===== src/rtl/l1_mem_arbiter.sv =====
// Arbitrates I-cache and D-cache line requests onto one memory port.
// Round-robin on ties, one request in flight, one resp pulse per request.
module l1_mem_arbiter #(
  parameter int ADDR_W = 16,
  parameter int LINE_W = 128
) (
  input  logic              clk,
  input  logic              reset_n,
  input  logic              i_read,
  input  logic              i_write,
  input  logic [ADDR_W-1:0] i_address,
  input  logic [LINE_W-1:0] i_wdata,
  output logic [LINE_W-1:0] i_rdata,
  output logic              i_resp,
  input  logic              d_read,
  input  logic              d_write,
  input  logic [ADDR_W-1:0] d_address,
  input  logic [LINE_W-1:0] d_wdata,
  output logic [LINE_W-1:0] d_rdata,
  output logic              d_resp,
  output logic              mem_read,
  output logic              mem_write,
  output logic [ADDR_W-1:0] mem_address,
  output logic [LINE_W-1:0] mem_wdata,
  input  logic [LINE_W-1:0] mem_rdata,
  input  logic              mem_resp
);

  typedef enum logic [1:0] {
    ST_IDLE    = 2'd0,
    ST_GRANT_I = 2'd1,
    ST_GRANT_D = 2'd2,
    ST_RELEASE = 2'd3
  } state_t;

  state_t r_state;
  state_t w_state_next;

  logic              r_last_d;
  logic              r_op_write;
  logic              r_mem_read;
  logic              r_mem_write;
  logic              r_i_resp;
  logic              r_d_resp;
  logic [ADDR_W-1:0] r_mem_address;
  logic [LINE_W-1:0] r_mem_wdata;
  logic [LINE_W-1:0] r_i_rdata;
  logic [LINE_W-1:0] r_d_rdata;

  logic w_i_req;
  logic w_d_req;
  logic w_grant;
  logic w_grant_d;
  logic w_grant_write;
  logic w_op_write_next;
  logic w_mem_read_next;
  logic w_mem_write_next;
  logic w_i_resp_next;
  logic w_d_resp_next;
  logic w_i_capture;
  logic w_d_capture;

  assign w_i_req = i_read | i_write;
  assign w_d_req = d_read | d_write;

  always_ff @(posedge clk or negedge reset_n) begin
    if (!reset_n) begin
      r_state <= ST_IDLE;
    end else begin
      r_state <= w_state_next;
    end
  end

  always_comb begin
    w_state_next = r_state;
    w_grant      = 1'b0;
    w_grant_d    = 1'b0;
    unique case (r_state)
      ST_IDLE: begin
        if (w_i_req && w_d_req) begin
          w_grant   = 1'b1;
          w_grant_d = ~r_last_d;
        end else if (w_d_req) begin
          w_grant   = 1'b1;
          w_grant_d = 1'b1;
        end else if (w_i_req) begin
          w_grant   = 1'b1;
          w_grant_d = 1'b0;
        end
        if (w_grant) begin
          w_state_next = w_grant_d ? ST_GRANT_D : ST_GRANT_I;
        end
      end
      ST_GRANT_I, ST_GRANT_D: begin
        if (mem_resp) begin
          w_state_next = ST_RELEASE;
        end
      end
      ST_RELEASE: begin
        w_state_next = ST_IDLE;
      end
      default: begin
        w_state_next = ST_IDLE;
      end
    endcase
  end

  // Outputs are decoded from the next state and then registered, so nothing
  // combinational reaches a port.
  always_comb begin
    w_grant_write    = w_grant_d ? d_write : i_write;
    w_op_write_next  = w_grant ? w_grant_write : r_op_write;
    w_mem_read_next  = ((w_state_next == ST_GRANT_I) || (w_state_next == ST_GRANT_D)) && !w_op_write_next;
    w_mem_write_next = ((w_state_next == ST_GRANT_I) || (w_state_next == ST_GRANT_D)) && w_op_write_next;
    w_i_resp_next    = (r_state == ST_GRANT_I) && mem_resp;
    w_d_resp_next    = (r_state == ST_GRANT_D) && mem_resp;
    w_i_capture      = w_i_resp_next && !r_op_write;
    w_d_capture      = w_d_resp_next && !r_op_write;
  end

  always_ff @(posedge clk or negedge reset_n) begin
    if (!reset_n) begin
      r_last_d      <= 1'b0;
      r_op_write    <= 1'b0;
      r_mem_read    <= 1'b0;
      r_mem_write   <= 1'b0;
      r_i_resp      <= 1'b0;
      r_d_resp      <= 1'b0;
      r_mem_address <= '0;
      r_mem_wdata   <= '0;
      r_i_rdata     <= '0;
      r_d_rdata     <= '0;
    end else begin
      r_mem_read  <= w_mem_read_next;
      r_mem_write <= w_mem_write_next;
      r_i_resp    <= w_i_resp_next;
      r_d_resp    <= w_d_resp_next;
      if (w_grant) begin
        r_last_d      <= w_grant_d;
        r_op_write    <= w_grant_write;
        r_mem_address <= w_grant_d ? d_address : i_address;
        r_mem_wdata   <= w_grant_d ? d_wdata : i_wdata;
      end
      if (w_i_capture) begin
        r_i_rdata <= mem_rdata;
      end
      if (w_d_capture) begin
        r_d_rdata <= mem_rdata;
      end
    end
  end

  assign mem_read    = r_mem_read;
  assign mem_write   = r_mem_write;
  assign mem_address = r_mem_address;
  assign mem_wdata   = r_mem_wdata;
  assign i_resp      = r_i_resp;
  assign d_resp      = r_d_resp;
  assign i_rdata     = r_i_rdata;
  assign d_rdata     = r_d_rdata;

endmodule


===== config.mk =====
export PLATFORM = sky130hd
export DESIGN_NAME = l1_mem_arbiter
export DESIGN_NICKNAME = d
export VERILOG_FILES = /design/src/rtl/l1_mem_arbiter.sv
export SDC_FILE = /design/constraint.sdc
export NUM_CORES = 1
export LEC_CHECK = 0
export CAP_MARGIN = 20
export CORE_AREA = 2 2 326 328
export CTS_CLUSTER_SIZE = 30
export DETAILED_ROUTE_END_ITERATION = 8
export DIE_AREA = 0 0 328 330
export PLACE_DENSITY_LB_ADDON = 0.2
export SETUP_SLACK_MARGIN = 0.2
export SLEW_MARGIN = 40
export SYNTH_ARGS = -nofsm -noshare
export SYNTH_HDL_FRONTEND = slang
export SYNTH_SLANG_ARGS = --single-unit

===== constraint.sdc =====
create_clock -name clk -period 2.67 [get_ports clk]
set_input_delay 0.534 -clock clk [delete_from_list [all_inputs] [get_ports clk]]
set_output_delay 0.534 -clock clk [all_outputs]
set_load 0.1 [all_outputs]

# ---- Word level (Yosys, flattened, before mapping)
# Index checks and enable logic that the tools add are counted.
dict set report totals {
  reg_bits 408
  latchBits 0
  romBits 0
  mem_bits_rw 0
  inputBits 423
  memories 0
  output_inout_bits 404
  elab_cells 48
}
dict set report classes {
  mux 17
  add_sub_neg 0
  order_cmp 0
  n_reduce_logical 12
  n_eq_ne 5
  bitwise 3
  n_div 0
  shifts 0
  multipliers 0
}
# op n
set op_table {}
lappend op_table {{$mux 128} 1}
lappend op_table {{$mux 16} 1}
lappend op_table {{$mux 1} 11}
lappend op_table {{$logic_and 1x1->1} 7}
lappend op_table {{$eq 2x2->1 const B} 3}
lappend op_table {{$mux 2} 3}
lappend op_table {{$pmux 2 s3} 1}
lappend op_table {{$eq 2x1->1 const B} 2}
lappend op_table {{$logic_not 1->1} 2}
lappend op_table {{$logic_not 2->1} 1}
lappend op_table {{$or 1x1->1} 2}
lappend op_table {{$reduce_or 2->1} 1}
lappend op_table {{$logic_or 1x1->1} 1}
lappend op_table {{$not 1->1} 1}

# ---- Longest topological paths before layout
# Gate-level depths: netlist (run 1).
dict set report depth {
  ltp_word 10
  ltp_mapped 8
  ltp_nobuf 6
}

# ---- Worst setup path before layout (run 1)
# No wires, ideal clock.
dict set report synth_path {
  path_kind {register to register}
  startpoint {register r_state[0]}
  endpoint {register r_d_rdata[100] (netlist: d_rdata[100])}
  path_buffers 2
  arrival_time_ns 1.658
  period_less_slack_ns 1.784
  path_stages_with_launch 8
  setup_slack_ns 0.886
  t_required_ns 2.544
  setup_ns 0.126
  cell_sequence {dfrtp_1 -> inv_1 -> ha_1 -> and2_1 -> nand2b_1 -> clkbuf_1 -> buf_2 -> mux2_2}
}
dict set report synth_between {
  elab_chain_len 3
}
# element line_no
set synth_lines {}
lappend synth_lines {{start: declaration} 36} ;# state_t r_state;
lappend synth_lines {{start signal: assignment} 70} ;# r_state <= w_state_next;
lappend synth_lines {{$eq 2x2->1} 116} ;# w_d_resp_next = (r_state == ST_GRANT_D) && mem_resp;
lappend synth_lines {{$logic_and 1x1->1} 116}
lappend synth_lines {{via w_d_resp_next} 59} ;# logic w_d_resp_next;
lappend synth_lines {{$logic_and 1x1->1} 118} ;# w_d_capture = w_d_resp_next && !r_op_write;
lappend synth_lines {{end signal: assignment} 148} ;# r_d_rdata <= mem_rdata;
lappend synth_lines {{end: declaration} 48} ;# logic [LINE_W-1:0] r_d_rdata;
# The timed path passes the listed nets, and every way through them passes these cells.
# A chain may end at the register's enable or synchronous reset.

# ---- Worst setup path after layout (run 1)
dict set report layout_path {
  startpoint {register r_state[1]}
  endpoint {register r_mem_wdata[117] (netlist: mem_wdata[117])}
}
dict set report layout_between {
  elab_chain_len 3
  word_cells_on_any_way 4
  classes_between {mux (3); reduce/logical (1)}
}
# element line_no
set layout_lines {}
lappend layout_lines {{$logic_not 2->1 *} 78} ;# unique case (r_state)
lappend layout_lines {{$mux 1} 78}
lappend layout_lines {{$mux 128} 142} ;# r_mem_wdata <= w_grant_d ? d_wdata : i_wdata;
lappend layout_lines {{end signal: assignment} 142}
lappend layout_lines {{end: declaration} 46} ;# logic [LINE_W-1:0] r_mem_wdata;
# Every way passes the cells marked *; elsewhere a longest branch is shown, timed or not.

==> impl_metrics.py, run 1 <==
metrics = {
    "outcome": {
        "outcome": "finished clean",
    },
    "finish": {
        "multi_input_area_mm2": 0.005653,
        "drive_above_1_share_pct": 41.23,
        "fillerInstances": 10960,
        "register_area_mm2": 0.01021,
        "final_nets": 2512,
        "area_growth_pct": 69.01,
    },
    "timing": {
        "drv_slew": 0,
        "finalSetupViolCount": 0,
        "max_freq_mhz": 476.9,
        "rsz0062_at_grt": "false",
        "period_share_pct": 78.53,
        "slew_headroom_pct": 60.41,
        "tightest_slew_ps": 593.9,
        "setup-tns-final_ps": 0,
        "hold_viol": 0,
        "layout_min_cycle_time_ps": 2097,
        "clock_skew_ps": 19.94,
    },
    "setup_path": {
        "worstSetupPathType": "flip-flop to flip-flop",
        "cp_slowest_stage_delay_ps": 420,
        "crit_family": "buffers and inverters",
        "cp_data_arrival_time_ps": 2630,
        "crit_required_ps": 3200,
        "crit_buf_inv": 3,
        "crit_top_cell": "buf_12",
        "worst_setup_path_start_kind": "flip-flop",
        "path_max_fanout": 39,
        "setup.worst_path.end_class": "flip-flop",
        "slowest_stage": "dfrtp_1",
        "path_cells": "inv_1, ha_1, nor3b_4, buf_12, buf_12, o22ai_1, o21ai_0",
    },
    "logic_synthesis": {
        "yosysMostFrequentCell": "dfrtp_1",
        "ys_ff_latch": 408,
        "synth_area_per_cell_um2": 13.34,
        "synthesis.area_mm2": 0.01635,
        "synth_flop_cell": "dfrtp_1",
        "ys_top_cells_by_count": "dfrtp_1 (408), mux2_2 (256), nand2_1 (147)",
        "ys_seq_area_share_pct": 62.43,
        "yosysWarnings": 0,
        "synth_area_leaders": "dfrtp_1 (62%), mux2_2 (18%), o22ai_2 (3.8%), o22ai_1 (3.6%), nand2_1 (3.4%)",
        "synth_nets": 1653,
        "synth_edf_count": 0,
        "synth_top_area_share_pct": 62.43,
        "async_reset_ff_share_pct": 100.0,
        "synth_top_cell_by_area": "dfrtp_1",
        "synthDistinctLibCells": 31,
        "synthCells": 1226,
    },
    "route": {
        "vias_per_cell": 3.718,
        "vias": 13080,
        "drtPass1Iterations": 4,
        "wire_per_inst_um": 18.11,
        "routed_wl_um": 63740,
        "final_antenna_net_count": 0,
        "drc": 0,
        "drt_iter0_drc": 317,
    },
    "placement": {
        "dp_hpwl_um": 49460,
        "place.gp.congestion": 0.8035,
        "port_buffers": 826,
    },
    "cts": {
        "clockRootBuffer": "clkbuf_16",
        "cts.sinks": 408,
        "cts_tree": "built",
        "cts_buffers": 51,
        "cts_max_level": 2,
        "clk_latency_ps": 610,
        "postCtsSetupRepairBufs": 0,
        "path_clk_slew_ps": 60,
        "clockBufferDepth": 3,
    },
    "global_route": {
        "grt_pass1_wl_um": 91910,
        "grt_pass1_vias": 14260,
        "grt_usage_pct": 11.25,
        "grt_antenna_before_repair": 2,
        "grt_max_degree": 61,
        "overflow": 0,
    },
    "die": {
        "start_util_pct": 15.62,
        "rows": 119,
        "die-area_mm2": 0.1082,
        "die_y_um": 330,
        "ioPinCount": 827,
        "die_w_um": 328,
        "core_mm2": 0.1047,
    },
    "hold_path": {
        "min_path_type": "input pin to asynchronous set/reset pin",
    },
    "run": {
        "cap_violations": 0,
    },
}
## cells by family (layout without fill, tap and decap cells)
group	after synthesis	after routing	share of synthesized area, %
flip-flops	408	408	62.43
AO/OA/AOI/OAI	297	297	12.26
multiplexers	256	256	17.63
AND/OR/NAND/NOR	166	166	4.108
buffers and inverters	94	995	3.221
adder cells (fa/ha/maj)	4	4	0.3060
XOR/XNOR	1	1	0.05356
other	0	1	0
## layout make-up
| type | instances | share of cell area, % |
|---|---|---|
| Antenna cell | 1 | 0.009053 |
| Clock buffer | 71 | 5.400 |
| Clock inverter | 24 | 1.688 |
| Inverter | 2 | 0.02716 |
| Multi-Input combinational cell | 724 | 20.45 |
| Sequential cell | 408 | 36.94 |
| Tap cell | 1391 | 6.297 |
| Timing Repair Buffer | 898 | 29.19 |
## flip-flops by register name, summed over array words and instances, names as in the netlist
register,cells
d_rdata,128
i_rdata,128
mem_wdata,128
mem_address,16
r_state,2
d_resp,1
i_resp,1
mem_read,1
mem_write,1
r_last_d,1
r_op_write,1
## placed cells by master, fill, tap and decap left out, drive strengths merged, types with 3 or more instances in the layout
| cell | count |
|---|---|
| and2 | 3 |
| buf | 476 |
| bufinv | 12 |
| clkbuf | 71 |
| clkdlybuf4s50 | 421 |
| clkinv | 9 |
| dfrtp | 408 |
| ha | 4 |
| inv | 4 |
| mux2 | 256 |
| nand2 | 147 |
| nand2b | 3 |
| nor2 | 5 |
| nor3b | 3 |
| o21ai | 145 |
| o22ai | 144 |
## routing by layer
metal  up-vias  global-route usage (%)  routed length (um)
li1       6135                       -                   -
met4         2                   4.059                2138
met1      6300                   12.37               24050
met2       554                   19.79               31870
met3        93                   4.156                5670
met5         -                       0                  12
## per-stage QoR
stage	area, um^2	setup WS [ps]	std cells	hold WS (ps)	utilization (%)
floorplan	16350	885.9	1226	238.4	-
global placement	25670	125.5	3422	468.5	24.52
detailed placement	25670	84.27	3422	472.0	24.52
CTS	27640	562.2	3518	441.2	26.40
global route	27640	380.0	3519	473.4	26.41
finish	27640	573.3	3519	479.3	26.41
## repair_timing
item | 4_1_cts | 5_1_grt
endpoints found under the hold margin | 35 | 0
resized for setup | 0 | 0
hold buffers | 1 | 0
## final timing paths
check | start | end | slack [ps] | cells past startpoint
min in group clk | mem_wdata[6] | mem_wdata[6] | 480 | 2
hold / removal | reset_n | i_rdata[119] | 480 | 2
setup reg to reg | r_state[1] | mem_wdata[117] | 570 | 7
setup / recovery | r_state[1] | mem_wdata[117] | 570 | 7
hold reg to reg | mem_wdata[6] | mem_wdata[6] | 480 | 2
max in group asynchronous | reset_n | i_rdata[53] | 1330 | 3
Power of run 1 is left out: the tool's default activity adds up to more than one toggle a clock period on the data nets, which glitch-free logic cannot reach.
==> run 2, diff against run 1 <==
clock period = 1.92 ns   (was 2.67 ns; I/O delays follow)
==> impl_metrics.py, run 2 (synthesized netlist as in run 1, its figures left out) <==
metrics = {
    "outcome": {
        "outcome": "finished clean",
    },
    "placement": {
        "placed_area_mm2": 0.02685,
        "dp_cells": 3465,
        "port_buffers": 826,
        "place.gp.congestion": 0.8535,
        "dp_hpwl_um": 53270,
    },
    "timing": {
        "layout_min_cycle_time_ps": 1884,
        "tightest_slew_ps": 701.7,
        "drv_slew": 0,
        "hold_viol": 0,
        "rsz0062_at_grt": "true",
        "setup-tns-final_ps": 0,
        "slew_headroom_pct": 53.22,
        "period_share_pct": 98.11,
        "max_freq_mhz": 530.9,
        "clock_skew_ps": 20.03,
        "finalSetupViolCount": 0,
    },
    "cts": {
        "cts_buffers": 51,
        "cts.sinks": 408,
        "clockRootBuffer": "clkbuf_16",
        "clockBufferDepth": 3,
        "path_clk_slew_ps": 60,
        "cts_tree": "built",
        "clk_latency_ps": 610,
        "cts_max_level": 2,
    },
    "global_route": {
        "grt_usage_pct": 13.14,
        "grt_pass1_wl_um": 105900,
        "grt_antenna_before_repair": 4,
        "grt_max_degree": 64,
        "overflow": 0,
        "grt_pass1_vias": 15200,
    },
    "finish": {
        "layout_commonest_cell": "clkdlybuf4s50_1",
        "stdcell_count": 3648,
        "layout_common_cells": "clkdlybuf4s50_1 (421), dfrtp_1 (408), buf_4 (400)",
        "final_core_util_pct": 31.04,
        "area_growth_pct": 98.65,
        "final_nets": 2641,
        "drive_above_1_share_pct": 50.07,
        "register_area_mm2": 0.01021,
        "multi_input_area_mm2": 0.007358,
        "final_area_mm2": 0.03249,
        "fillerInstances": 10560,
    },
    "route": {
        "vias": 14130,
        "final_antenna_net_count": 0,
        "drc": 0,
        "drtPass1Iterations": 4,
        "wire_per_inst_um": 20.98,
        "routed_wl_um": 76540,
        "drt_iter0_drc": 391,
        "vias_per_cell": 3.872,
    },
    "setup_path": {
        "worst_setup_path_start_kind": "flip-flop",
        "cp-startpoint": "r_state[0]",
        "worstSetupPathType": "flip-flop to flip-flop",
        "crit_required_ps": 2410,
        "path_max_fanout": 5,
        "ff2ff_setup_slack_ps": 40,
        "setup.worst_path.end_class": "flip-flop",
        "cp_data_arrival_time_ps": 2370,
        "r2r-start": "r_state[0]",
    },
    "die": {
        "die_w_um": 328,
        "rows": 119,
        "core_mm2": 0.1047,
        "die-area_mm2": 0.1082,
        "die_y_um": 330,
        "start_util_pct": 15.62,
        "ioPinCount": 827,
    },
    "hold_path": {
        "min_path_type": "input pin to asynchronous set/reset pin",
    },
    "run": {
        "cap_violations": 0,
    },
}
## run 2: final cells by class
class / count / area share (%)
timing repair buffer: 1027 / 34.93
sequential: 408 / 31.43
multi-input combinational: 724 / 22.65
tap: 1391 / 5.357
clock buffer: 76 / 4.714
clock inverter: 18 / 0.8858
inverter: 2 / 0.02311
antenna: 2 / 0.01541
## run 2: metal layers
| metal | part of all wire (%) | global-route usage (%) | up-vias |
|---|---|---|---|
| met3 | 7.4 | 4.156 | 96 |
| met2 | 51 | 23.59 | 564 |
| met1 | 38 | 14.83 | 7024 |
| met5 | 0 | 0 | - |
| li1 | - | - | 6442 |
| met4 | 2.7 | 3.809 | 0 |
## run 2: final timing paths
path	cells after the start	endpoint
worst max-delay path	9	d_rdata[103]
worst min-delay path	2	i_rdata[94]
worst max register to register	9	d_rdata[103]
worst min register to register	2	mem_wdata[50]
min in group clk	3	mem_wdata[109]
max in group asynchronous	3	mem_wdata[36]
## run 2: worst max-delay path, cell delays in order, from the launching register on
cell and delay [ps]:
dfrtp_1 380, inv_2 50, buf_4 130, ha_4 180, and2_4 180, nand2b_4 90
buf_12 130, buf_12 140, buf_16 160, mux2_4 300
## run 2: repair_timing
action / in CTS / in global routing
gates cloned: 27 / 18
gates resized for setup: 280 / 271
setup buffers: 33 / 9
pin swaps: 66 / 154
hold buffers: 1 / 0
setup endpoints to repair: 461 / 508
hold endpoints to repair: 36 / 0
## run 2: through the flow
step	setup WS, ps	hold slack (ps)
after CTS	73.39	317.5
after detailed placement	-336.1	431.1
after global placement	-270.8	429.5
final	36.25	338.8
after global routing	-13.45	363.9
after floorplan	164.0	88.41
Power of run 2 is left out for the same reason.
==> run 3, diff against run 2 <==
CAP_MARGIN = 0   (was 20)
CORE_AREA = 2 2 319 321   (was 2 2 326 328)
DIE_AREA = 0 0 321 323   (was 0 0 328 330)
clock period = 2 ns   (was 1.92 ns; I/O delays follow)
==> impl_metrics.py, run 3 (synthesized netlist as in run 1, its figures left out) <==
metrics = {
    "outcome": {
        "outcome": "finished clean",
    },
    "cts": {
        "clockBufferDepth": 3,
        "path_clk_slew_ps": 60,
        "cts_tree": "built",
        "cts_buffers": 49,
        "cts_max_level": 2,
        "clockRootBuffer": "clkbuf_16",
        "clk_latency_ps": 610,
        "cts.sinks": 408,
    },
    "timing": {
        "finalSetupViolCount": 0,
        "period_share_pct": 91.27,
        "max_freq_mhz": 547.9,
        "slew_headroom_pct": 63.64,
        "layout_min_cycle_time_ps": 1825,
        "hold_viol": 0,
        "post-route-worst-setup-slack_ps": 174.7,
        "rsz0062_at_grt": "true",
        "tightest_slew_ps": 545.4,
        "setup-tns-final_ps": 0,
        "clock_skew_ps": 14.96,
        "drv_slew": 0,
    },
    "finish": {
        "layout_commonest_cell": "buf_4",
        "layout_common_cells": "buf_4 (460), clkdlybuf4s50_1 (421), dfrtp_1 (404)",
        "final_nets": 2591,
        "area_growth_pct": 80.09,
        "drive_above_1_share_pct": 46.12,
    },
    "die": {
        "die-area_mm2": 0.1037,
        "ioPinCount": 827,
        "die_w_um": 321,
        "core_mm2": 0.1007,
        "start_util_pct": 16.24,
        "rows": 117,
        "die_y_um": 323,
    },
    "global_route": {
        "grt_pass1_wl_um": 99030,
        "overflow": 0,
        "grt_usage_pct": 12.80,
        "grt_max_degree": 87,
        "grt_antenna_before_repair": 6,
        "grt_pass1_vias": 14740,
    },
    "setup_path": {
        "crit_required_ps": 2480,
        "worst_setup_path_start_kind": "flip-flop",
        "path_cells": "inv_2, ha_2, and2_4, nand2b_4, buf_12, bufbuf_16, mux2_2",
        "slowest_stage": "dfrtp_1",
        "path_max_fanout": 9,
        "cp_data_arrival_time_ps": 2310,
        "cp_slowest_stage_delay_ps": 390,
        "setup.worst_path.end_class": "flip-flop",
        "worstSetupPathType": "flip-flop to flip-flop",
        "reg2reg_depth": 7,
    },
    "route": {
        "drtPass1Iterations": 4,
        "drt_iter0_drc": 368,
        "final_antenna_net_count": 0,
        "vias_per_cell": 3.871,
        "wire_per_inst_um": 20.30,
        "drc": 0,
        "routed_wl_um": 71400,
        "vias": 13610,
    },
    "placement": {
        "port_buffers": 826,
        "dp_hpwl_um": 52430,
        "place_worst_setup_slack_ps": -305.4,
        "place.gp.congestion": 0.8345,
    },
    "run": {
        "cap_violations": 0,
    },
    "hold_path": {
        "min_path_type": "input pin to asynchronous set/reset pin",
    },
}
[run 3: per-stage QoR]
stage | utilization [%] | instance area [um^2] | hold slack [ps] | instances
after floorplan | - | 16350 | 104.4 | 1226
after global placement | 25.86 | 26040 | 289.3 | 3380
after detailed placement | 25.86 | 26040 | 294.7 | 3380
after CTS | 28.20 | 28400 | 225.6 | 3488
after global routing | 29.23 | 29440 | 265.1 | 3513
final | 29.24 | 29450 | 278.5 | 3517
[run 3: path summary, 6_finish.rpt]
path,from,endpoint,slack [ps]
min in group clk,i_wdata[80],mem_wdata[80],400
min reg2reg,mem_wdata[90],mem_wdata[90],480
min,reset_n,d_rdata[52],280
max,r_state[0],d_rdata[19],170
max reg2reg,r_state[0],d_rdata[19],170
max in group asynchronous,reset_n,d_rdata[107],890
[run 3: final cells by class]
class / count / area [um^2]
flip-flops and latches: 408 / 10210
fillers: 10360 / 71260
clock inverters: 14 / 171.4
well taps: 1309 / 1638
clock buffers: 74 / 1471
diodes: 7 / 17.52
repair buffers: 979 / 9632
multi-input cells: 724 / 6300
inverters: 2 / 7.507
[run 3: timing repair]
item / in CTS / in global routing
hold endpoints to repair: 84 / 0
hold buffers: 1 / 0
cloned: 11 / 16
setup endpoints to repair: 400 / 391
pin swaps: 2 / 128
gates resized for setup: 74 / 152
buffers inserted: 8 / 6
[run 3: per-layer routing]
| layer | vias to the layer above | share of wire, % | global-route usage, % |
|---|---|---|---|
| met5 | - | 0.057 | 0 |
| met4 | 6 | 2.5 | 3.707 |
| met3 | 96 | 7.8 | 4.333 |
| met2 | 512 | 52 | 23.19 |
| met1 | 6675 | 38 | 14.12 |
| li1 | 6324 | - | - |
[run 3: worst max-delay path: cells and delay by family (launching register included)]
| family | cells | cell delay [ps] |
|---|---|---|
| buffers and inverters | 3 | 490 |
| flip-flops | 1 | 390 |
| multiplexers | 1 | 330 |
| AND/OR/NAND/NOR | 2 | 280 |
| adder cells (fa/ha/maj) | 1 | 210 |
Power of run 3 is left out for the same reason.
